$ cat config.mk
export PLATFORM = sky130hd
export DESIGN_NAME = lcd_sequencer
export DESIGN_NICKNAME = d
export VERILOG_FILES = /design/src/rtl/lcd_pkg.sv /design/src/rtl/lcd_char_ram.sv /design/src/rtl/lcd_sequencer.sv
export SDC_FILE = /design/constraint.sdc
export NUM_CORES = 1
export LEC_CHECK = 0
export ABC_AREA = 1
export CAP_MARGIN = 10
export CORE_ASPECT_RATIO = 0.75
export CORE_MARGIN = 8
export CORE_UTILIZATION = 65
export DETAILED_ROUTE_END_ITERATION = 10
export PLACE_DENSITY = 0.86
export SYNTH_ARGS = -nofsm -noshare
export SYNTH_HDL_FRONTEND = slang
export SYNTH_SLANG_ARGS = --single-unit
$ cat constraint.sdc
create_clock -name iCLK -period 4.3 [get_ports iCLK]
set_input_delay 0.43 -clock iCLK [delete_from_list [all_inputs] [get_ports iCLK]]
set_output_delay 0.43 -clock iCLK [all_outputs]
set_load 0.01 [all_outputs]
$ cat src/rtl/lcd_pkg.sv
// Shared constants and types for the HD44780 sequencer: command bytes,
// the power-up init list and the sequencer state encoding.
package lcd_pkg;

    localparam logic [7:0] LCD_FUNC_SET = 8'h38;
    localparam logic [7:0] LCD_DISP_ON  = 8'h0C;
    localparam logic [7:0] LCD_CLEAR    = 8'h01;
    localparam logic [7:0] LCD_ENTRY    = 8'h06;
    localparam logic [7:0] LCD_LINE1    = 8'h80;
    localparam logic [7:0] LCD_LINE2    = 8'hC0;

    localparam int LCD_INIT_LEN  = 5;
    localparam int LCD_FRAME_LEN = 34;
    localparam int LCD_L2_STEP   = 17;

    // Entry 0 is the leftmost element.
    localparam logic [0:LCD_INIT_LEN-1][7:0] LCD_INIT_TAB = {
        LCD_FUNC_SET, LCD_DISP_ON, LCD_CLEAR, LCD_ENTRY, LCD_LINE1
    };

    typedef enum logic [2:0] {
        S_PWRUP,
        S_LOAD,
        S_ISSUE,
        S_WAIT,
        S_DELAY
    } lcd_seq_state_t;

endpackage

$ cat src/rtl/lcd_char_ram.sv
// 32x8 character buffer: synchronous write, combinational read,
// reset fills every cell with an ASCII space.
module lcd_char_ram (
    input  logic       clk_i,
    input  logic       rst_ni,
    input  logic       we_i,
    input  logic [4:0] waddr_i,
    input  logic [7:0] wdata_i,
    input  logic [4:0] raddr_i,
    output logic [7:0] rdata_o
);

    logic [7:0] mem_q [32];

    always_ff @(posedge clk_i or negedge rst_ni) begin
        if (!rst_ni) begin
            for (int i = 0; i < 32; i++) mem_q[i] <= 8'h20;
        end else if (we_i) begin
            mem_q[waddr_i] <= wdata_i;
        end
    end

    assign rdata_o = mem_q[raddr_i];

endmodule

$ cat src/rtl/lcd_sequencer.sv
// Drives LCD_Controller: power-up wait, HD44780 init list, then endless
// refresh of both display lines from the host-written character buffer.
module lcd_sequencer
    import lcd_pkg::*;
#(
    parameter int PWR_DLY  = 1_000_000,
    parameter int XFER_DLY = 100_000
) (
    input  logic       iCLK,
    input  logic       iRST_N,
    input  logic       iWR,
    input  logic [4:0] iADDR,
    input  logic [7:0] iCHAR,
    output logic [7:0] oLCD_DATA,
    output logic       oLCD_RS,
    output logic       oLCD_START,
    input  logic       iLCD_DONE,
    output logic       oINIT_DONE
);

    localparam int MAX_DLY = (PWR_DLY > XFER_DLY) ? PWR_DLY : XFER_DLY;
    localparam int CNT_W   = $clog2(MAX_DLY + 1);

    lcd_seq_state_t   state_q;
    logic [CNT_W-1:0] cnt_q;
    logic [5:0]       step_q;
    logic             init_done_q;
    logic [7:0]       data_q;
    logic             rs_q;
    logic             start_q;

    logic [4:0] raddr_d;
    logic [7:0] rdata;
    logic [7:0] data_d;
    logic       rs_d;

    lcd_char_ram u_ram (
        .clk_i   (iCLK),
        .rst_ni  (iRST_N),
        .we_i    (iWR),
        .waddr_i (iADDR),
        .wdata_i (iCHAR),
        .raddr_i (raddr_d),
        .rdata_o (rdata)
    );

    // Frame steps: 0 = line-1 address, 1..16 = buf[0..15],
    // 17 = line-2 address, 18..33 = buf[16..31].
    always_comb begin
        raddr_d = '0;
        data_d  = '0;
        rs_d    = 1'b0;
        if (!init_done_q) begin
            data_d = LCD_INIT_TAB[step_q[2:0]];
        end else if (step_q == 6'd0) begin
            data_d = LCD_LINE1;
        end else if (step_q == 6'(LCD_L2_STEP)) begin
            data_d = LCD_LINE2;
        end else begin
            rs_d    = 1'b1;
            raddr_d = (step_q < 6'(LCD_L2_STEP)) ? 5'(step_q - 6'd1) : 5'(step_q - 6'd2);
            data_d  = rdata;
        end
    end

    always_ff @(posedge iCLK or negedge iRST_N) begin
        if (!iRST_N) begin
            state_q     <= S_PWRUP;
            cnt_q       <= '0;
            step_q      <= '0;
            init_done_q <= 1'b0;
            data_q      <= '0;
            rs_q        <= 1'b0;
            start_q     <= 1'b0;
        end else begin
            case (state_q)
                S_PWRUP: begin
                    if (cnt_q == CNT_W'(PWR_DLY)) begin
                        cnt_q   <= '0;
                        state_q <= S_LOAD;
                    end else begin
                        cnt_q <= cnt_q + 1'b1;
                    end
                end
                S_LOAD: begin
                    data_q  <= data_d;
                    rs_q    <= rs_d;
                    start_q <= 1'b1;
                    state_q <= S_ISSUE;
                end
                // The controller only clears its stale done on this edge,
                // so done is ignored here.
                S_ISSUE: state_q <= S_WAIT;
                S_WAIT: begin
                    if (iLCD_DONE) begin
                        start_q <= 1'b0;
                        state_q <= S_DELAY;
                    end
                end
                S_DELAY: begin
                    if (cnt_q == CNT_W'(XFER_DLY)) begin
                        cnt_q   <= '0;
                        state_q <= S_LOAD;
                        if (!init_done_q) begin
                            if (step_q == 6'(LCD_INIT_LEN - 1)) begin
                                init_done_q <= 1'b1;
                                step_q      <= '0;
                            end else begin
                                step_q <= step_q + 6'd1;
                            end
                        end else if (step_q == 6'(LCD_FRAME_LEN - 1)) begin
                            step_q <= '0;
                        end else begin
                            step_q <= step_q + 6'd1;
                        end
                    end else begin
                        cnt_q <= cnt_q + 1'b1;
                    end
                end
                default: state_q <= S_PWRUP;
            endcase
        end
    end

    assign oLCD_DATA  = data_q;
    assign oLCD_RS    = rs_q;
    assign oLCD_START = start_q;
    assign oINIT_DONE = init_done_q;

endmodule

==> flow_summary.yaml <==
clocking:
  cts-root-to-sink-buffers: 3
  tritoncts.num_buffers: 28
  cts-hold-fix-buffers: 0
  clk_pin_slew_worst_paths_ps: 70
  root_buffer: "clkbuf_16"
  cts.sink_count: 296
  cts_tree: "built"
  h_tree_depth: 1
  worst_skew_pair.late_latency_ps: 550
  post-cts-setup-buffers: 0
  postCtsResizedCells: 0
final_layout:
  count_of_fill_cells_added_during_filler_insertion: 1635
  area_growth_syn_to_layout_pct: 10.0
  num_antenna_cells: 0
  layout.area.seq_um2: 7450
  design.final.nets: 1786
  drive_gt1_frac: 0.0731
  area_taken_by_multi_input_logic_gates_um2: 5840
run:
  max_cap_viols: 0
timing:
  finalCriticalPeriod_ps: 3390
  post_route_setup_tns_ps: 0
  finalHoldWorstSlack_ps: -58.1
  hold_violations: 34
  rsz_0062_raised_after_global_routing: "no"
  least_margin_pin_slew_ps: 1300
  worst_slew_slack_as_a_fraction_of_its_limit: 0.135
  fin_crit_sh: 0.788
  setup_clock_skew_after_layout_ps: 13.8
  maxClockFrequency_ghz: 0.295
  report.final.slew_viol_count: 0
  setup_viol: 0
logic_synthesis:
  synth.cell_area_um2: 14200
  synthDominantCellAreaShare: 0.465
  synth.largest_area_cell: "dfrtp_1"
  syn_nets: 1809
  sequential_cell_area_fraction_in_the_yosys_report: 0.524
  postSynthRegisterBits: 296
  ys_top_cells_by_area: "dfrtp_1, nand2_1, nand3_1"
  synth.cells.most_frequent: "nand2_1, dfrtp_1, nand3_1"
  yosys.cell_count.top_type: "nand2_1"
  postSynth.topFlopCell: "dfrtp_1"
  post_synth_inst_count: 1781
  synth.lib_cells_used.distinct: 38
  synthArstFlopShare: 1.00
  synth-edff-count: 0
  synth-warning-count: 0
  syn_area_per_cell_um2: 7.97
grt:
  antenna_violations_before_repair: 0
  groute.usage.overall: 0.298
  grt_pass1_wl_um: 64600
  vias_in_the_first_global_route: 12059
  grt_max_degree: 116
  grt-ovfl-total: 0
critical_path:
  crit_type: "reg -> reg"
  timing.reg2reg.setup_slack_ps: 910
  worstPathArrival_ps: 3850
  critPathLaunchType: "flip-flop"
  crit_path_max_fanout: 38
  timing.critical_path.to_type: "flip-flop"
  critical_path_required_ps: 4760
detailed_routing:
  drt-initial-drc-count: 1807
  detail_route.wirelength_um: 39900
  overall_via_count_from_detail_route: 12631
  ant_nets: 0
  dr_vias_cell: 6.09
  drt_first_pass_iters: 5
  detail_route.wl_per_cell_um: 19.2
  post-route-drc-count: 0
worst_hold_path:
  hold_path_class: "in -> async"
floorplan:
  die-width_um: 187
  die_area_um2: 26900
  starting_density: 0.653
  ios: 28
  fp.dieH_um: 144
  std_cell_rows: 47
  design.core.area_um2: 21800
outcome:
  failed_checks: "hold timing"
  outcome: "finished, violations left"
place:
  dp_hpwl_um: 25300
  io_buffers: 27
  gp_congestion: 0.947
pwr:
  power.ir.vdd_worst_v: 0.000352
  static-leakage-power_nw: 7.16
  p_per_area_nw_per_um2: 450
[metrics by stage]
step / worst slack (ps) / power (mW) / util / instance area [um^2] / std cells
2_1_floorplan: 2010 / 4.11 / - / 14200 / 1781
3_3_place_gp: 1150 / 4.38 / 0.670 / 14600 / 2019
3_5_place_dp: 1090 / 4.44 / 0.670 / 14600 / 2019
4_1_cts: 1010 / 7.02 / 0.714 / 15500 / 2070
5_1_grt: 693 / 7.34 / 0.718 / 15600 / 2073
6_report: 911 / 7.03 / 0.718 / 15600 / 2073
[cell type report]
class                           count  share of cell area
Sequential cell                   296               0.477
Multi-Input combinational cell   1271               0.374
Clock buffer                       47              0.0572
Timing Repair Buffer               49              0.0376
Inverter                          112              0.0269
Tap cell                          294              0.0235
Clock inverter                      4             0.00448
[per-layer routing]
layer  vias up  track usage  wire length (um)
li1       5789            -                 -
met1      6007        0.417             16600
met2       719        0.455             17900
met3       116       0.0624              4170
met4         0        0.119              1220
met5         -            0                 0
[registers in the layout, indices dropped and copies added (netlist names)]
| signal | cells |
|---|---|
| step_q | 6 |
| u_ram.mem_q | 256 |
| oINIT_DONE | 1 |
| cnt_q | 20 |
| oLCD_RS | 1 |
| oLCD_DATA | 8 |
| state_q | 3 |
| oLCD_START | 1 |
[worst paths after layout]
kind | start | to | cells after the start
max in group asynchronous | iRST_N | u_ram.mem_q[149] | 2
max | step_q[0] | oLCD_DATA[4] | 17
min | iRST_N | u_ram.mem_q[34] | 1
max reg2reg | step_q[0] | oLCD_DATA[4] | 17
min reg2reg | oLCD_START | oLCD_START | 2
min in group iCLK | oLCD_START | oLCD_START | 2
[power breakdown]
group / switching (mW) / leakage (nW) / total (mW) / internal, mW
clock: 1.07 / 0.475 / 2.59 / 1.52
combinational: 0.533 / 2.94 / 0.868 / 0.335
sequential: 0.279 / 3.74 / 3.57 / 3.29
total: 1.88 / 7.16 / 7.03 / 5.15
[cells in the final DEF (no fill, tap or decap), drive strengths merged, types with 23 or more instances in the layout]
master	n
clkdlybuf4s50	26
nand2	565
o21ai	244
nor3	23
dfstp	32
nor2	81
buf	23
dfrtp	264
a21oi	54
inv	111
clkbuf	47
nand3	245
[cell families (layout without fill, tap and decap cells)]
family | Yosys count | count (layout) | synth area share
compound gates | 310 | 310 | 0.111
xor+xnor | 7 | 7 | 0.00432
fa+ha+maj | 11 | 11 | 0.00969
buf+inv | 214 | 212 | 0.0660
flops | 296 | 296 | 0.524
simple gates | 943 | 943 | 0.284
[critical path, stage by stage (launching register included)]
cell	delay, ps
dfrtp_1	470
inv_1	220
ha_1	270
inv_2	40
nor2_1	110
nand2_2	100
nand3_2	170
nand2_2	90
nor2_4	580
buf_12	290
nand2_1	80
nand3_1	130
nand3_1	100
nand3_1	180
nand3_1	120
nand2_1	70
nand2_1	60
a21oi_1	190
No activity file was read; power rests on OpenSTA's default activity.
